`config.mk`:
```
export PLATFORM = sky130hd
export DESIGN_NAME = pulse_stretch
export DESIGN_NICKNAME = d
export VERILOG_FILES = /design/src/rtl/pulse_stretch.sv
export SDC_FILE = /design/constraint.sdc
export NUM_CORES = 1
export LEC_CHECK = 0
export BUFFER_PORTS_ARGS = -buffer_cell sky130_fd_sc_hd__buf_2
export CORE_MARGIN = 8
export CORE_UTILIZATION = 67
export CTS_BUF_LIST = sky130_fd_sc_hd__clkbuf_8
export DETAILED_ROUTE_END_ITERATION = 10
export PLACE_DENSITY = 0.91
export SLEW_MARGIN = 40
export SYNTH_ARGS = -nofsm -noshare
export SYNTH_HDL_FRONTEND = slang
export SYNTH_SLANG_ARGS = --single-unit
```
`constraint.sdc`:
```
create_clock -name clk -period 9.8 [get_ports clk]
set_input_delay 1.96 -clock clk [delete_from_list [all_inputs] [get_ports clk]]
set_output_delay 1.96 -clock clk [all_outputs]
set_load 0.1 [all_outputs]
```
`src/rtl/pulse_stretch.sv`:
```
// Pulse stretcher: each din request becomes a HOLD_CYC-wide high on dout,
// separated by at least GAP_CYC low cycles, with excess requests queued.
module pulse_stretch #(
    parameter int HOLD_CYC = 4,
    parameter int GAP_CYC  = 2,
    parameter int PEND_MAX = 7
) (
    input  logic       clk,
    input  logic       rst,
    input  logic       din,
    output logic       dout,
    output logic       busy,
    output logic [7:0] pending,
    output logic       overflow
);

    localparam logic [1:0] IDLE = 2'd0;
    localparam logic [1:0] HIGH = 2'd1;
    localparam logic [1:0] GAP  = 2'd2;

    // Counter holds cycles remaining after the current one in this state.
    localparam logic [15:0] HOLD_LD = 16'(HOLD_CYC - 1);
    localparam logic [15:0] GAP_LD  = 16'(GAP_CYC - 1);
    localparam logic [7:0]  PMAX    = 8'(PEND_MAX);

    logic [1:0]  state, state_nx;
    logic [15:0] cnt, cnt_nx;
    logic [7:0]  pend_nx;
    logic        ovf_nx;
    logic        start;
    logic        want;

    assign want = din || (pending != 8'd0);

    always_comb begin
        start    = 1'b0;
        state_nx = state;
        cnt_nx   = cnt;
        case (state)
            IDLE: begin
                if (want) begin
                    start    = 1'b1;
                    state_nx = HIGH;
                    cnt_nx   = HOLD_LD;
                end
            end
            HIGH: begin
                if (cnt == 16'd0) begin
                    state_nx = GAP;
                    cnt_nx   = GAP_LD;
                end else begin
                    cnt_nx = cnt - 16'd1;
                end
            end
            GAP: begin
                if (cnt == 16'd0) begin
                    if (want) begin
                        start    = 1'b1;
                        state_nx = HIGH;
                        cnt_nx   = HOLD_LD;
                    end else begin
                        state_nx = IDLE;
                        cnt_nx   = 16'd0;
                    end
                end else begin
                    cnt_nx = cnt - 16'd1;
                end
            end
            default: begin
                state_nx = IDLE;
                cnt_nx   = 16'd0;
            end
        endcase
    end

    // A queued start consumes one entry; a coincident din replaces it.
    // A start with an empty queue absorbs the coincident din itself.
    always_comb begin
        pend_nx = pending;
        ovf_nx  = overflow;
        if (start) begin
            if (pending != 8'd0 && !din)
                pend_nx = pending - 8'd1;
        end else if (din) begin
            if (pending < PMAX)
                pend_nx = pending + 8'd1;
            else
                ovf_nx = 1'b1;
        end
    end

    always_ff @(posedge clk or posedge rst) begin
        if (rst) begin
            state    <= IDLE;
            cnt      <= 16'd0;
            pending  <= 8'd0;
            overflow <= 1'b0;
            dout     <= 1'b0;
            busy     <= 1'b0;
        end else begin
            state    <= state_nx;
            cnt      <= cnt_nx;
            pending  <= pend_nx;
            overflow <= ovf_nx;
            dout     <= (state_nx == HIGH);
            busy     <= (state_nx != IDLE);
        end
    end

endmodule

```
==> results of run 1 <==
==> per-layer routing <==
| layer | vias up | part of all wire | routed length, µm | global-route usage |
|---|---|---|---|---|
| li1 | 810 | - | - | - |
| met1 | 842 | 0.43 | 1990 | 0.295 |
| met2 | 76 | 0.48 | 2200 | 0.344 |
| met3 | 17 | 0.060 | 276 | 0.0598 |
| met4 | 0 | 0.026 | 120 | 0.103 |
| met5 | - | 0 | 0 | 0 |
==> stage by stage <==
step                worst slack [ns]  power, µW  std cells
finish                          5.63        611        255
global route                    5.38        647        255
CTS                             5.70        607        255
detailed placement              5.40        476        247
global placement                5.62        460        247
floorplan                       5.92        422        208
==> state kept, by name, indices dropped and copies added, names as in the netlist <==
register / count
cnt: 16
pending: 8
state: 2
busy: 1
dout: 1
overflow: 1
==> worst max-delay path, stage by stage <==
cell and delay [ns]:
buf_2 0.13, nor4_1 0.24, nand3b_1 0.29, nand2_1 0.20, inv_1 0.13, ha_1 0.37, a21oi_1 0.17, o22ai_1 0.12
o41ai_1 0.44, o21bai_1 0.18, nand3_1 0.09
==> how the worst max path moves through the flow <==
stage	from	to	slack (ns)	cells past startpoint
4_1_cts	din	pending[7]	5.70	11
5_1_grt	din	pending[7]	5.38	11
3_5_place_dp	din	pending[7]	5.40	11
6_report	din	pending[7]	5.63	11
2_1_floorplan	din	pending[6]	5.92	10
3_3_place_gp	din	pending[7]	5.62	11
==> logic make-up after synthesis <==
| kind of cell | count (synthesis) | synth area share |
|---|---|---|
| AOI/OAI and AO/OA | 72 | 0.250 |
| xor gates and xnor gates | 7 | 0.0328 |
| adders and majority gates | 9 | 0.0643 |
| buffers and inverters | 20 | 0.0483 |
| DFF | 29 | 0.389 |
| muxes | 1 | 0.00536 |
| and+or+nand+nor | 70 | 0.210 |
==> power by group through the flow <==
stage / clock, µW / combinational [µW] / sequential (µW)
3_3_place_gp: 0 / 243 / 217
4_1_cts: 132 / 255 / 221
2_1_floorplan: 0 / 132 / 291
3_5_place_dp: 0 / 254 / 222
5_1_grt: 138 / 280 / 228
6_report: 130 / 258 / 223
==> area by class of cell <==
cell class,instances,share of cell area
Timing Repair Buffer,13,0.0316
Tap cell,31,0.0189
Inverter,15,0.0274
Clock buffer,6,0.0401
Clock inverter,2,0.0164
Sequential cell,29,0.353
Multi-Input combinational cell,159,0.513
==> cells in the final DEF (no fill, tap or decap), types with 2 or more instances in the layout <==
cell / n
xnor2_1: 4
nand3_1: 8
o21ai_0: 13
nor2b_1: 2
inv_1: 15
or3_1: 3
nor4_1: 5
buf_2: 13
ha_1: 8
a211oi_1: 2
a21o_2: 2
clkbuf_8: 6
a21oi_2: 2
a31oi_1: 4
a22o_1: 3
dfrtp_1: 29
nor3_1: 10
o21ai_2: 2
nand4_1: 2
o22ai_1: 5
xor2_1: 3
o211a_1: 2
o21a_1: 3
a21oi_1: 20
or4_1: 2
o2bb2ai_1: 2
nand4b_1: 2
nand3b_1: 2
o21bai_1: 2
nand2_1: 15
o211ai_1: 2
a21o_1: 3
nor2_1: 10
==> reports/results.ini, run 1 <==
[global_route]
grt_usage=0.226
antenna_found_initial=0
grt_pass1_wl_um=8030
grt_pass1_vias=1684
grt_max_degree=30
grt-ovfl-total=0

[clocking]
clk_latency_ns=0.29
hold_buffers=0
postCtsSetupBuffers=0
cts_tree=yes
clk_pin_slew_ns=0.07
cts_buffers=5
cts_resized=0
cts_buffer_depth=2
cts_root_buf=clkbuf_8
cts.sinks=29
htree_levels=2

[worst_setup_path]
worstPathMaxFanout=7
reg2reg_to=pending[7]
arrival_ns=4.33
required_ns=9.96
start_kind=primary input
r2r_start=cnt[0]
reg2reg_setup_slack_ns=6.05
critPathKind=primary input to register
cp-end-kind=register
worstRegToRegCells=13

[power_and_ir_drop]
power_density_nw_per_um2=297
swShare=0.470
internal_power_uw=324
clkPwrFrac=0.214
ir_drop_uv=322
combPwrFrac=0.422
power.leakage_uw=0.000901
p_switching_uw=287
p_seq_frac=0.364

[logic_synthesis]
netlist_top_cells_count=dfrtp_1 (29), a21oi_1 (21), inv_1 (15), nand2_1 (15), o21ai_0 (13)
synth.distinct_cells=49
syn_area_per_cell_um2=8.97
synth.area.top_cells=dfrtp_1 (39%), a21oi_1 (5.6%), ha_1 (5.4%)
postSynthCellCount=208
synth_ff_type=dfrtp_1
yosysSeqAreaShare=0.389
ys_ff_latch=29
synth_top_area_share=0.389
yosysWarnings=0
yosysMostFrequentCell=dfrtp_1
syn-num-nets=220
async_flop_share=1.00
syn_area_um2=1870
synth_top_area_cell=dfrtp_1
synth_edf_count=0

[run]
drv_cap=0

[placement]
placed_area_um2=1940
gp_congestion=0.893
portBuffers=13
post-dp-hpwl_um=3120

[cells_and_area]
fin_area_um2=2060
fillCellCount=199
multiInputGateArea_um2=1050
finalCoreUtilization=0.759
nets=235
syn_to_final_growth_pct=10.2
seqCellArea_um2=726
antenna_cells=0
drive_gt1_frac=0.147

[routing]
vias=1745
drt-pass1-iter-count=5
routed_wl_um=4590
drt-initial-drc-count=189
ant_nets=0
avgRoutedWirePerCell_um=18.0
viasPerCell=6.84
drc_errors=0

[timing]
worst_pin_slew_ns=0.667
period_needed_ns=4.17
rsz0062_at_grt=no
finClkSkew_ns=0.00793
tns_ns=0
maxSlewViolCount=0
hold_viol=0
setup_viol=0
relSlewSlack=0.555
whs_ns=0.497
fmax_mhz=240
finalCritPeriodShare=0.425

[floorplan]
core-area_um2=2710
start_util=0.689
dieArea_um2=4730
die_y_um=68.8
num_rows=19
die_x_um=68.8
io_pins=14

[worst_hold_path]
hold_depth=1
min_to=cnt[4]
worstHoldStart=cnt[4]
hp-class=register to register

[status]
status=complete, no violations

Power figures use the tool's default switching activity.
==> run 2: changes to the inputs <==
--- a/config.mk
+++ b/config.mk
@@ -7,10 +7,10 @@
 export LEC_CHECK = 0
 export BUFFER_PORTS_ARGS = -buffer_cell sky130_fd_sc_hd__buf_2
 export CORE_MARGIN = 8
-export CORE_UTILIZATION = 67
+export CORE_UTILIZATION = 56
 export CTS_BUF_LIST = sky130_fd_sc_hd__clkbuf_8
 export DETAILED_ROUTE_END_ITERATION = 10
-export PLACE_DENSITY = 0.91
+export PLACE_DENSITY = 0.82
 export SLEW_MARGIN = 40
 export SYNTH_ARGS = -nofsm -noshare
 export SYNTH_HDL_FRONTEND = slang
==> constraint.sdc (replaced) <==
create_clock -name clk -period 3.55 [get_ports clk]
set_input_delay 0.71 -clock clk [delete_from_list [all_inputs] [get_ports clk]]
set_output_delay 0.71 -clock clk [all_outputs]
set_load 0.1 [all_outputs]
==> reports/results.ini, run 2 (same netlist as run 1, synthesis figures left out) <==
[status]
status=complete, no violations  ; unchanged

[clocking]
htree_levels=2  ; unchanged
cts_buffers=5  ; unchanged
cts.sinks=29  ; unchanged
hold_buffers=0  ; unchanged
clk_latency_ns=0.28  ; was 0.29 ns
clk_pin_slew_ns=0.07  ; about the same
cts_tree=yes  ; unchanged
postCtsSetupBuffers=0  ; unchanged
cts_root_buf=clkbuf_8  ; unchanged
cts_buffer_depth=2  ; unchanged
cts_resized=0  ; unchanged

[cells_and_area]
mostFrequentLayoutCells=dfrtp_1 (29), a21oi_1 (21), nand2_1 (15)  ; was dfrtp_1 (29), a21oi_1 (20), inv_1 (15), nand2_1 (15)
reg_top3=cnt x16, pending x8, state x2  ; unchanged
syn_to_final_growth_pct=10.6  ; was 10.2%
largest-register=cnt  ; unchanged
stdcell_count=272  ; was 255
largest_register_ffs=16  ; unchanged
fillCellCount=302  ; was 199
nets=237  ; was 235
final_common_cell=dfrtp_1  ; unchanged
antenna_cells=0  ; unchanged
drive_gt1_frac=0.159  ; was 0.147

[power_and_ir_drop]
power.leakage_uw=0.000901  ; about the same
ir_drop_uv=656  ; was 322 µV
power_density_nw_per_um2=761  ; was 297 nW/µm²

[floorplan]
core-area_um2=3260  ; was 2710 µm²
die_y_um=73.7  ; was 68.8 µm
num_rows=21  ; was 19
io_pins=14  ; unchanged
die_x_um=73.7  ; was 68.8 µm
start_util=0.573  ; was 0.689
dieArea_um2=5440  ; was 4730 µm²

[timing]
setup_viol=0  ; unchanged
worst_pin_slew_ns=0.612  ; was 0.667 ns
relSlewSlack=0.591  ; was 0.555
period_needed_ns=3.31
finClkSkew_ns=0.00586  ; was 0.00793 ns
tns_ns=0  ; unchanged
rsz0062_at_grt=no  ; unchanged
hold_viol=0  ; unchanged
fmax_mhz=302
maxSlewViolCount=0  ; unchanged
finalCritPeriodShare=0.934

[worst_setup_path]
arrival_ns=3.50  ; was 4.33 ns
path_cells=inv_1 > ha_1 > or3b_2 > nor4_4 > a21o_2 > nand2_1 > inv_1 > ha_1 > nor2b_1 > o31a_1 > o21a_1 > o21a_1 > o31ai_1  ; was buf_2 > nor4_1 > nand3b_1 > nand2_1 > inv_1 > ha_1 > a21oi_1 > o22ai_1 > o41ai_1 > o21bai_1 > nand3_1
cp_slowest_stage_delay_ns=0.48  ; was 0.44 ns
critPathKind=register to register  ; was primary input to register
start_kind=register  ; was primary input
required_ns=3.74  ; was 9.96 ns
slowest_stage=or3b_2  ; was o41ai_1
cp-end-kind=register  ; unchanged
worstPathMaxFanout=6  ; was 7

[placement]
portBuffers=13  ; unchanged
gp_congestion=0.816  ; was 0.893
post-dp-hpwl_um=2860  ; was 3120 µm
place_inst=264  ; was 247

[global_route]
antenna_found_initial=0  ; unchanged
grt_pass1_wl_um=6840  ; was 8030 µm
grt-ovfl-total=0  ; unchanged
grt_pass1_vias=1490  ; was 1684
grt_max_degree=30  ; unchanged
grt_usage=0.162  ; was 0.226

[routing]
routed_wl_um=4000  ; was 4590 µm
drc_errors=0  ; unchanged
ant_nets=0  ; unchanged
vias=1611  ; was 1745
drt-initial-drc-count=77  ; was 189
viasPerCell=5.92  ; was 6.84
drt-pass1-iter-count=4  ; was 5
avgRoutedWirePerCell_um=14.7  ; was 18.0 µm

[run]
drv_cap=0  ; unchanged

[worst_hold_path]
hp-class=register to register  ; unchanged

[run 2: cell count changes in the layout (fill, tap and decap cells not counted)]
cell        delta
buf_4          +2
clkinv_2       +2
a21oi_1        +1
a21oi_2        -1
bufinv_16      -1
clkbuf_8       -1
clkinvlp_4     +1
inv_1          -1
o41ai_1        -1
o41ai_2        +1
[run 2: final timing paths]
check	start	endpoint	slack, ns	cells past startpoint
min	overflow	overflow	0.47	1
max	cnt[1]	pending[6]	0.24	13
max reg2reg	cnt[1]	pending[6]	0.24	13
max in group asynchronous	rst	cnt[0]	2.65	2
min in group asynchronous	rst	pending[5]	0.50	2
min reg2reg	overflow	overflow	0.47	1
[run 2: metrics by stage]
step | hold WS (ns) | power, µW | worst slack, ns | cell area [µm²] | util
finish | 0.473 | 1570 | 0.236 | 2060 | 0.634
global route | 0.499 | 1680 | 0.0611 | 2060 | 0.634
CTS | 0.472 | 1570 | 0.184 | 2060 | 0.631
detailed placement | 0.458 | 1300 | 0.247 | 1970 | 0.605
global placement | 0.449 | 1290 | 0.354 | 1970 | 0.605
floorplan | 0.452 | 1170 | 0.395 | 1870 | -
[run 2: metal layers]
layer  up-vias  global-route usage  share of wire  wire [µm]
met5         -                   0              0          0
met4         0              0.0887          0.020         80
met3         9              0.0355          0.029        115
met2        19               0.237           0.46       1820
met1       772               0.215           0.49       1980
li1        811                   -              -          -
[run 2: cell type report]
type / instances / area, µm² / area share
sequential: 29 / 726 / 0.352
multi-input combinational: 159 / 1060 / 0.513
tap: 46 / 57.6 / 0.0279
clock buffer: 5 / 68.8 / 0.0333
timing repair buffer: 15 / 80.1 / 0.0388
inverter: 15 / 56.3 / 0.0273
clock inverter: 3 / 17.5 / 0.00848
[run 2: power breakdown]
group          internal [µW]  switching (µW)
Sequential               449             164
Combinational            219             473
Clock                    135             130
[run 2: critical path, delay by kind of cell (launching register included)]
| kind | cells | cell delay, ns |
|---|---|---|
| AND/OR/NAND/NOR | 4 | 1.01 |
| buffers and inverters | 2 | 0.31 |
| adder cells (fa/ha/maj) | 2 | 0.44 |
| flip-flops | 1 | 0.44 |
| AO/OA/AOI/OAI | 5 | 1.01 |
